**config.mk**
```make
export PLATFORM = sky130hd
export DESIGN_NAME = iic_req_arbiter_flat
export DESIGN_NICKNAME = d
export VERILOG_FILES = /design/src/rtl/iic_req_arbiter_if.sv /design/src/rtl/iic_req_arbiter.sv /design/src/flat_wrapper.sv
export SDC_FILE = /design/constraint.sdc
export NUM_CORES = 1
export LEC_CHECK = 0
export ABC_AREA = 1
export CAP_MARGIN = 15
export CORE_MARGIN = 2
export CORE_UTILIZATION = 40
export CTS_BUF_LIST = sky130_fd_sc_hd__clkbuf_16
export DETAILED_ROUTE_END_ITERATION = 16
export DONT_BUFFER_PORTS = 1
export SLEW_MARGIN = 20
export SYNTH_ARGS = -nofsm -noshare
export SYNTH_HDL_FRONTEND = slang
export SYNTH_SLANG_ARGS = --single-unit
```
**constraint.sdc**
```tcl
create_clock -name sys_clk -period 3.2 [get_ports sys_clk]
set_clock_uncertainty 0.1 [all_clocks]
set_input_delay 0.8 -clock sys_clk [delete_from_list [all_inputs] [get_ports sys_clk]]
set_output_delay 0.8 -clock sys_clk [all_outputs]
set_load 0.02 [all_outputs]
```
**src/rtl/iic_req_arbiter_if.sv**
```systemverilog
// Bundles the two client request/response channels and the IIC engine
// command channel seen by iic_req_arbiter.
interface iic_req_arbiter_if;
    logic        req0_valid;
    logic        req0_ready;
    logic        req0_rw;
    logic [12:0] req0_addr;
    logic [7:0]  req0_wdata;
    logic        rsp0_valid;
    logic [7:0]  rsp0_rdata;
    logic        rsp0_err;

    logic        req1_valid;
    logic        req1_ready;
    logic        req1_rw;
    logic [12:0] req1_addr;
    logic [7:0]  req1_wdata;
    logic        rsp1_valid;
    logic [7:0]  rsp1_rdata;
    logic        rsp1_err;

    logic        iic_en;
    logic        write;
    logic        read;
    logic [7:0]  cs_bit;
    logic [12:0] byte_address;
    logic [7:0]  write_data;
    logic [7:0]  read_data;
    logic        done;
    logic        arb_busy;

    // Environment side: both clients plus the IIC engine.
    modport master (
        output req0_valid, req0_rw, req0_addr, req0_wdata,
        input  req0_ready, rsp0_valid, rsp0_rdata, rsp0_err,
        output req1_valid, req1_rw, req1_addr, req1_wdata,
        input  req1_ready, rsp1_valid, rsp1_rdata, rsp1_err,
        input  iic_en, write, read, cs_bit, byte_address, write_data, arb_busy,
        output read_data, done
    );

    // Arbiter side.
    modport slave (
        input  req0_valid, req0_rw, req0_addr, req0_wdata,
        output req0_ready, rsp0_valid, rsp0_rdata, rsp0_err,
        input  req1_valid, req1_rw, req1_addr, req1_wdata,
        output req1_ready, rsp1_valid, rsp1_rdata, rsp1_err,
        output iic_en, write, read, cs_bit, byte_address, write_data, arb_busy,
        input  read_data, done
    );
endinterface

```
**src/rtl/iic_req_arbiter.sv**
```systemverilog
// Two-client round-robin arbiter / command sequencer for the IIC EEPROM engine.
// Optional WAIT watchdog enabled by defining IIC_ARB_TIMEOUT_EN.
module iic_req_arbiter #(
    parameter logic [7:0]  DEV_ADDR       = 8'hA0,
    parameter int unsigned TIMEOUT_CYCLES = 200_000
) (
    input logic              sys_clk,
    input logic              sys_rst,
    iic_req_arbiter_if.slave bus
);

    typedef enum logic [1:0] {
        S_IDLE  = 2'd0,
        S_ISSUE = 2'd1,
        S_WAIT  = 2'd2,
        S_RESP  = 2'd3
    } state_t;

    state_t      state_q;
    logic        last_q;
    logic        gnt_q;
    logic        rw_q;
    logic        iic_en_q;
    logic        write_q;
    logic        read_q;
    logic [12:0] addr_q;
    logic [7:0]  wdata_q;
    logic        rsp0_valid_q;
    logic        rsp1_valid_q;
    logic [7:0]  rsp0_rdata_q;
    logic [7:0]  rsp1_rdata_q;

    logic        gnt_d;
    logic        accept;
    logic        sel_rw;
    logic [12:0] sel_addr;
    logic [7:0]  sel_wdata;
    logic [7:0]  rdata_d;

    // A tie goes to the port not granted last; a lone requester always wins.
    always_comb begin
        gnt_d = 1'b0;
        if (bus.req0_valid && bus.req1_valid) begin
            gnt_d = ~last_q;
        end else if (bus.req1_valid) begin
            gnt_d = 1'b1;
        end
        accept    = (state_q == S_IDLE) && (bus.req0_valid || bus.req1_valid);
        sel_rw    = gnt_d ? bus.req1_rw    : bus.req0_rw;
        sel_addr  = gnt_d ? bus.req1_addr  : bus.req0_addr;
        sel_wdata = gnt_d ? bus.req1_wdata : bus.req0_wdata;
        rdata_d   = rw_q ? bus.read_data : 8'h00;
    end

`ifdef IIC_ARB_TIMEOUT_EN
    localparam int unsigned CW = (TIMEOUT_CYCLES > 1) ? $clog2(TIMEOUT_CYCLES + 1) : 1;
    localparam logic [CW-1:0] CNT_LAST = CW'(TIMEOUT_CYCLES - 1);

    logic [CW-1:0] cnt_q;
    logic          rsp0_err_q;
    logic          rsp1_err_q;
`else
    if (TIMEOUT_CYCLES == 0) begin : g_no_watchdog
    end
`endif

    always_ff @(posedge sys_clk) begin
        if (sys_rst) begin
            state_q      <= S_IDLE;
            last_q       <= 1'b1;
            gnt_q        <= 1'b0;
            rw_q         <= 1'b0;
            iic_en_q     <= 1'b0;
            write_q      <= 1'b0;
            read_q       <= 1'b0;
            addr_q       <= '0;
            wdata_q      <= '0;
            rsp0_valid_q <= 1'b0;
            rsp1_valid_q <= 1'b0;
            rsp0_rdata_q <= '0;
            rsp1_rdata_q <= '0;
`ifdef IIC_ARB_TIMEOUT_EN
            cnt_q        <= '0;
            rsp0_err_q   <= 1'b0;
            rsp1_err_q   <= 1'b0;
`endif
        end else begin
            iic_en_q     <= 1'b0;
            rsp0_valid_q <= 1'b0;
            rsp1_valid_q <= 1'b0;
            case (state_q)
                S_IDLE: begin
                    if (accept) begin
                        gnt_q    <= gnt_d;
                        rw_q     <= sel_rw;
                        write_q  <= ~sel_rw;
                        read_q   <= sel_rw;
                        addr_q   <= sel_addr;
                        wdata_q  <= sel_rw ? 8'h00 : sel_wdata;
                        iic_en_q <= 1'b1;
                        state_q  <= S_ISSUE;
                    end
                end
                S_ISSUE: begin
`ifdef IIC_ARB_TIMEOUT_EN
                    cnt_q   <= '0;
`endif
                    state_q <= S_WAIT;
                end
                S_WAIT: begin
                    if (bus.done) begin
                        if (gnt_q) begin
                            rsp1_valid_q <= 1'b1;
                            rsp1_rdata_q <= rdata_d;
                        end else begin
                            rsp0_valid_q <= 1'b1;
                            rsp0_rdata_q <= rdata_d;
                        end
                        state_q <= S_RESP;
`ifdef IIC_ARB_TIMEOUT_EN
                    end else if (cnt_q == CNT_LAST) begin
                        if (gnt_q) begin
                            rsp1_valid_q <= 1'b1;
                            rsp1_rdata_q <= 8'h00;
                            rsp1_err_q   <= 1'b1;
                        end else begin
                            rsp0_valid_q <= 1'b1;
                            rsp0_rdata_q <= 8'h00;
                            rsp0_err_q   <= 1'b1;
                        end
                        state_q <= S_RESP;
                    end else if (cnt_q != '1) begin
                        cnt_q <= cnt_q + 1'b1;
`endif
                    end
                end
                S_RESP: begin
                    last_q  <= gnt_q;
                    write_q <= 1'b0;
                    read_q  <= 1'b0;
`ifdef IIC_ARB_TIMEOUT_EN
                    rsp0_err_q <= 1'b0;
                    rsp1_err_q <= 1'b0;
`endif
                    state_q <= S_IDLE;
                end
                default: state_q <= S_IDLE;
            endcase
        end
    end

    assign bus.req0_ready   = accept && !gnt_d;
    assign bus.req1_ready   = accept && gnt_d;
    assign bus.rsp0_valid   = rsp0_valid_q;
    assign bus.rsp1_valid   = rsp1_valid_q;
    assign bus.rsp0_rdata   = rsp0_rdata_q;
    assign bus.rsp1_rdata   = rsp1_rdata_q;
`ifdef IIC_ARB_TIMEOUT_EN
    assign bus.rsp0_err     = rsp0_err_q;
    assign bus.rsp1_err     = rsp1_err_q;
`else
    assign bus.rsp0_err     = 1'b0;
    assign bus.rsp1_err     = 1'b0;
`endif
    assign bus.iic_en       = iic_en_q;
    assign bus.write        = write_q;
    assign bus.read         = read_q;
    assign bus.cs_bit       = DEV_ADDR;
    assign bus.byte_address = addr_q;
    assign bus.write_data   = wdata_q;
    assign bus.arb_busy     = (state_q != S_IDLE);

endmodule

```
**src/flat_wrapper.sv**
```systemverilog
// flat-port wrapper written by rule: the top's interface ports become plain ports
module iic_req_arbiter_flat 
#(
    parameter logic [7:0]  DEV_ADDR       = 8'hA0,
    parameter int unsigned TIMEOUT_CYCLES = 200_000
)
  (sys_clk, sys_rst, bus_req0_valid, bus_req0_rw, bus_req0_addr, bus_req0_wdata, bus_req0_ready, bus_rsp0_valid, bus_rsp0_rdata, bus_rsp0_err, bus_req1_valid, bus_req1_rw, bus_req1_addr, bus_req1_wdata, bus_req1_ready, bus_rsp1_valid, bus_rsp1_rdata, bus_rsp1_err, bus_iic_en, bus_write, bus_read, bus_cs_bit, bus_byte_address, bus_write_data, bus_arb_busy, bus_read_data, bus_done);
  iic_req_arbiter_if bus_i ();
  input logic sys_clk;
  input logic sys_rst;
  input wire logic [$bits(bus_i.req0_valid)-1:0] bus_req0_valid;
  input wire logic [$bits(bus_i.req0_rw)-1:0] bus_req0_rw;
  input wire logic [$bits(bus_i.req0_addr)-1:0] bus_req0_addr;
  input wire logic [$bits(bus_i.req0_wdata)-1:0] bus_req0_wdata;
  output wire logic [$bits(bus_i.req0_ready)-1:0] bus_req0_ready;
  output wire logic [$bits(bus_i.rsp0_valid)-1:0] bus_rsp0_valid;
  output wire logic [$bits(bus_i.rsp0_rdata)-1:0] bus_rsp0_rdata;
  output wire logic [$bits(bus_i.rsp0_err)-1:0] bus_rsp0_err;
  input wire logic [$bits(bus_i.req1_valid)-1:0] bus_req1_valid;
  input wire logic [$bits(bus_i.req1_rw)-1:0] bus_req1_rw;
  input wire logic [$bits(bus_i.req1_addr)-1:0] bus_req1_addr;
  input wire logic [$bits(bus_i.req1_wdata)-1:0] bus_req1_wdata;
  output wire logic [$bits(bus_i.req1_ready)-1:0] bus_req1_ready;
  output wire logic [$bits(bus_i.rsp1_valid)-1:0] bus_rsp1_valid;
  output wire logic [$bits(bus_i.rsp1_rdata)-1:0] bus_rsp1_rdata;
  output wire logic [$bits(bus_i.rsp1_err)-1:0] bus_rsp1_err;
  output wire logic [$bits(bus_i.iic_en)-1:0] bus_iic_en;
  output wire logic [$bits(bus_i.write)-1:0] bus_write;
  output wire logic [$bits(bus_i.read)-1:0] bus_read;
  output wire logic [$bits(bus_i.cs_bit)-1:0] bus_cs_bit;
  output wire logic [$bits(bus_i.byte_address)-1:0] bus_byte_address;
  output wire logic [$bits(bus_i.write_data)-1:0] bus_write_data;
  output wire logic [$bits(bus_i.arb_busy)-1:0] bus_arb_busy;
  input wire logic [$bits(bus_i.read_data)-1:0] bus_read_data;
  input wire logic [$bits(bus_i.done)-1:0] bus_done;
  assign bus_i.req0_valid = bus_req0_valid;
  assign bus_i.req0_rw = bus_req0_rw;
  assign bus_i.req0_addr = bus_req0_addr;
  assign bus_i.req0_wdata = bus_req0_wdata;
  assign bus_req0_ready = bus_i.req0_ready;
  assign bus_rsp0_valid = bus_i.rsp0_valid;
  assign bus_rsp0_rdata = bus_i.rsp0_rdata;
  assign bus_rsp0_err = bus_i.rsp0_err;
  assign bus_i.req1_valid = bus_req1_valid;
  assign bus_i.req1_rw = bus_req1_rw;
  assign bus_i.req1_addr = bus_req1_addr;
  assign bus_i.req1_wdata = bus_req1_wdata;
  assign bus_req1_ready = bus_i.req1_ready;
  assign bus_rsp1_valid = bus_i.rsp1_valid;
  assign bus_rsp1_rdata = bus_i.rsp1_rdata;
  assign bus_rsp1_err = bus_i.rsp1_err;
  assign bus_iic_en = bus_i.iic_en;
  assign bus_write = bus_i.write;
  assign bus_read = bus_i.read;
  assign bus_cs_bit = bus_i.cs_bit;
  assign bus_byte_address = bus_i.byte_address;
  assign bus_write_data = bus_i.write_data;
  assign bus_arb_busy = bus_i.arb_busy;
  assign bus_i.read_data = bus_read_data;
  assign bus_i.done = bus_done;
  iic_req_arbiter #(.DEV_ADDR(DEV_ADDR), .TIMEOUT_CYCLES(TIMEOUT_CYCLES)) u_core (.sys_clk(sys_clk), .sys_rst(sys_rst), .bus(bus_i));
endmodule
```
Word-level counts from Yosys, hierarchy flattened
Cells that the tools add are included.
- bits in registers: 47
- input port bits: 57
- logic and storage cells: 57
- equality and inequality tests: 5
- muxes and demuxes: 17
- bitwise logic cells: 6
- reduce and logical (&&, ||, !) cells: 16
- operator list (kind ; count):
    $mux 8 ; 3
    $mux 13 ; 1
    $mux 1 ; 8
    $pmux 2 s4 ; 1
    $not 1->1 ; 6
    $reduce_and 2->1 ; 3
    $reduce_and 3->1 ; 2
    $eq 2x2->1 const B ; 2
    $logic_and 1x1->1 ; 4
    $mux 2 ; 2
    $pmux 1 s2 ; 2
    $reduce_bool 2->1 ; 2
    $reduce_or 3->1 ; 1
    $eq 2x1->1 const B ; 1
    $logic_not 2->1 ; 1
    $ne 2x1->1 const B ; 1
    $ne 2x2->1 const B ; 1
    $reduce_or 2->1 ; 1
    $logic_not 1->1 ; 1
    $logic_or 1x1->1 ; 1

Logic depth before layout (Yosys ltp)
- word-level depth: 6
- mapped depth: 8

Worst setup path before layout
Ideal clock, no wire load.
- path type: input-to-output
- start: in bus_req0_valid
- end: out bus_req0_ready
- arrival time: 1.441 ns
- setup slack: 0.859 ns
- stages on the path: 5
- buffers on the path: 1
- path through: nand2_4 nand2_4 inv_2 buf_6 nor2_1
- cells in the longest elaborated chain, start to end: 4
- elaborated cells on any way between the ends: 6
- classes of those cells: 1 x mux; 5 x reduce/logical
- RTL lines (item ; line ; RTL):
    from (decl) ; flat_wrapper.sv:11 ; input wire logic [$bits(bus_i.req0_valid)-1:0] bus_req0_valid;
    $logic_and 1x1->1 ; iic_req_arbiter.sv:43 ; if (bus.req0_valid && bus.req1_valid) begin
    $mux 1 ; iic_req_arbiter.sv:43 ;
    $logic_not 1->1 ; iic_req_arbiter.sv:152 ; assign bus.req0_ready = accept && !gnt_d;
    $logic_and 1x1->1 (*) ; iic_req_arbiter.sv:152 ;
    to (decl) ; flat_wrapper.sv:15 ; output wire logic [$bits(bus_i.req0_ready)-1:0] bus_req0_ready;
Mark *: on every way between the ends. The rest lies on a longest branch, timed or not.

Final worst setup path
Ends and elaborated chain as after synthesis.

==> results.md <==
- Total Routing Usage GR: around 16%
- M1 wire length: 2090 microns
- WP data arrival: around 1.7 ns
- Final hold vios: 0
- Post-route cell area: 2200 sq um
- Fmax: 392 MHz
- Footprint of the multi-input gates: 983 sq um
- Clock transition at path regs: 0.06 ns
- Vert. Die Dim: 76.7 microns
- Drt wl/cell: 14.0 microns
- GPL Wtd Cong: between 0.7 and 0.8
- Post-synth top area share: 44.5%
- Average vias per placed instance: approximately 5
- CP endpoint kind: primary output
- Die width: about 77 microns
- Clk buf depth: 2
- Layout cells sized above 1: 4.98%
- Commonest non-fill, non-tap cell in the layout: nand2_1
- VDD IR-drop max: about 0.39 mV
- Yosys top cell by area: dfxtp_1
- WL met3: about 500 microns
- CTS tree: done
- Commonest cells after routing, fill and taps aside: 103 x nand2_1, 47 x dfxtp_1, 43 x a21oi_1, 18 x o21ai_0, 17 x nand3_1
- WHS: 0.400 ns
- Antenna violations before repair: 0
- Finish-stage setup viols: 0
- Post-route setup TNS: 0 ns
- Worst-path fanout max: 24
- Pwr Total: 1.82 mW
- Max cap viols: 0
- Worst hold path type: flip-flop to flip-flop
- Buffers & Inverters on Critical Path: 1
- Clk Latency, worst-skew pair: 0.28 ns
- DRT iter0 DRCs: 64
- Power per cell area: approximately 830 nW/um^2
- RSZ-0062 raised after global routing: no
- Top Metal Used: met4
- Status: finished, final reports clean
- First-pass GRT wire length: 7590 microns
- Port Buf Inserts: 0
- Reg2Reg Setup Slack: 1.28 ns
- Routed WL: 4930 microns
- Most frequent CP cell: nand2_4
- Routed met2 length: around 2300 microns
- Post-CTS Resized: 0
- Core Area: between 5000 and 6000 sq um
- Slowest-stage cell, CP: nor2_1
- YS warnings: 0
- Via count: 1758
- Register area: 941 sq um
- ANT cells: 0
- Number of global-route vias before repair: roughly 1600
- Synth top area cells: dfxtp_1 45%, nand2_1 18%, a21oi_1 10%
- WP data required: 2.30 ns
- Mapped Cells: 290
- Slew Limit Fails: 0
- CTS Hold Bufs: 0
- Register area share after synthesis: roughly 45%
- Cell Area, Placed: 2060 sq um
- Yosys reg bits: 47
- Tmin final: 2.55 ns
- FILL cells: approximately 560
- Area Growth Syn to Fin: 4.09%
- CTS root buffer: clkbuf_16
- Critical Path, Cell by Cell: nand2_4 -> nand2_4 -> inv_2 -> nor2_1
- Setup WS post-layout: 0.649 ns
- Row count: 26
- CP max stage delay: 0.35 ns
- Synth Area per Inst: between 7 and 8 sq um
- Die Area: 5880 sq um
- Number of nets with antenna violations after routing: 0
- Synth Cell Area: 2110 sq um
- Critical path launch point type: primary input
- Largest net degree at the start of global routing: 30
- Remaining Overflow, GRT: 0
- Post-synth cell types: 21
- IO Count: 112
- Critical path class: primary input to primary output
- Setup WS pre-CTS: 0.628 ns
- Final nets: roughly 340
- H-tree levels: 2
- Worst rel slew slack: 45.8%
- Initial core utilization: about two fifths
- First-pass DRT Iterations: 4
- Hpwl dp: around 3500 microns
- Least-Margin Pin Slew: 0.811 ns
- Final period utilization: 79.7%
- CP top delay family: simple AND/OR/NAND/NOR gates
- Total CTS buffers: 5
- Clock Sinks: 47
- Drc violations: 0
- Leak pwr: roughly 0.95 nW
- # Post-CTS Setup Buffers: 0
-- cell type report --
type / count / share of cell area (%)
Timing Repair Buffer: 1 / 0.341
Multi-Input combinational cell: 214 / 44.7
Clock buffer: 5 / 5.69
Tap cell: 70 / 3.98
Sequential cell: 47 / 42.8
Clock inverter: 2 / 0.398
Inverter: 12 / 2.05
-- worst paths after layout --
path / from / end / cells past startpoint
worst max-delay path: bus_req0_valid / bus_req0_ready / 4
worst max register to register: u_core.state_q[0]$_SDFFE_PP0P_ / u_core.bus.read$_SDFFE_PP0P_ / 7
worst min-delay path: u_core.gnt_q$_SDFFE_PP0P_ / u_core.bus.rsp0_valid$_SDFF_PP0_ / 1
worst min register to register: u_core.gnt_q$_SDFFE_PP0P_ / u_core.bus.rsp0_valid$_SDFF_PP0_ / 1
-- state kept, by name, indices dropped and copies added (netlist names) --
| name | cells |
|---|---|
| u_core.bus.rsp0_valid | 1 |
| u_core.state_q | 2 |
| u_core.rw_q | 1 |
| u_core.gnt_q | 1 |
| u_core.bus.rsp1_rdata | 8 |
| u_core.bus.rsp1_valid | 1 |
| u_core.last_q | 1 |
| u_core.bus.write_data | 8 |
| u_core.bus.write | 1 |
| u_core.bus.read | 1 |
| u_core.bus.rsp0_rdata | 8 |
| u_core.bus.iic_en | 1 |
| u_core.bus.byte_address | 13 |
-- power by group --
group          switching (mW)  internal, mW  leakage [nW]
logic                   0.326         0.133         0.499
clock network           0.200         0.281        0.0671
registers               0.184         0.695         0.384
total                   0.711          1.11         0.950
-- through the flow --
step,std cells,utilization (%)
2_1_floorplan,298,-
3_3_place_gp,344,40.4
3_5_place_dp,344,40.4
4_1_cts,351,43.0
5_1_grt,351,43.0
6_report,351,43.0
-- worst reg2reg max path, stage by stage, from the launching register on --
cell and delay, ns:
dfxtp_1 0.31, inv_1 0.10, ha_1 0.31, o21ai_4 0.11, buf_4 0.24, inv_2 0.37
nand4_1 0.17, a21oi_1 0.15
-- cells by family after synthesis --
kind of cell | synth area share, %
AND/OR/NAND/NOR | 26.7
AO/OA/AOI/OAI | 16.3
flip-flops | 44.5
buffers and inverters | 10.3
adder cells (fa/ha/maj) | 1.78
other | 0.356
-- cells in the mapped netlist, drive strengths merged --
cell and n:
a21oi 43, inv 12, o211ai 3, conb 2
clkbuf 4, buf 21, nor2 10, nand4 1
nor3 1, ha 3, nand2 106, dfxtp 47
nand3 18, o21ai 19
-- layer usage --
layer	vias up	GRT usage, %
li1	899	-
met1	777	19.0
met2	78	26.5
met3	4	7.29
met4	0	5.09
met5	-	0
Note: power is estimated with default switching activity, not from simulation.
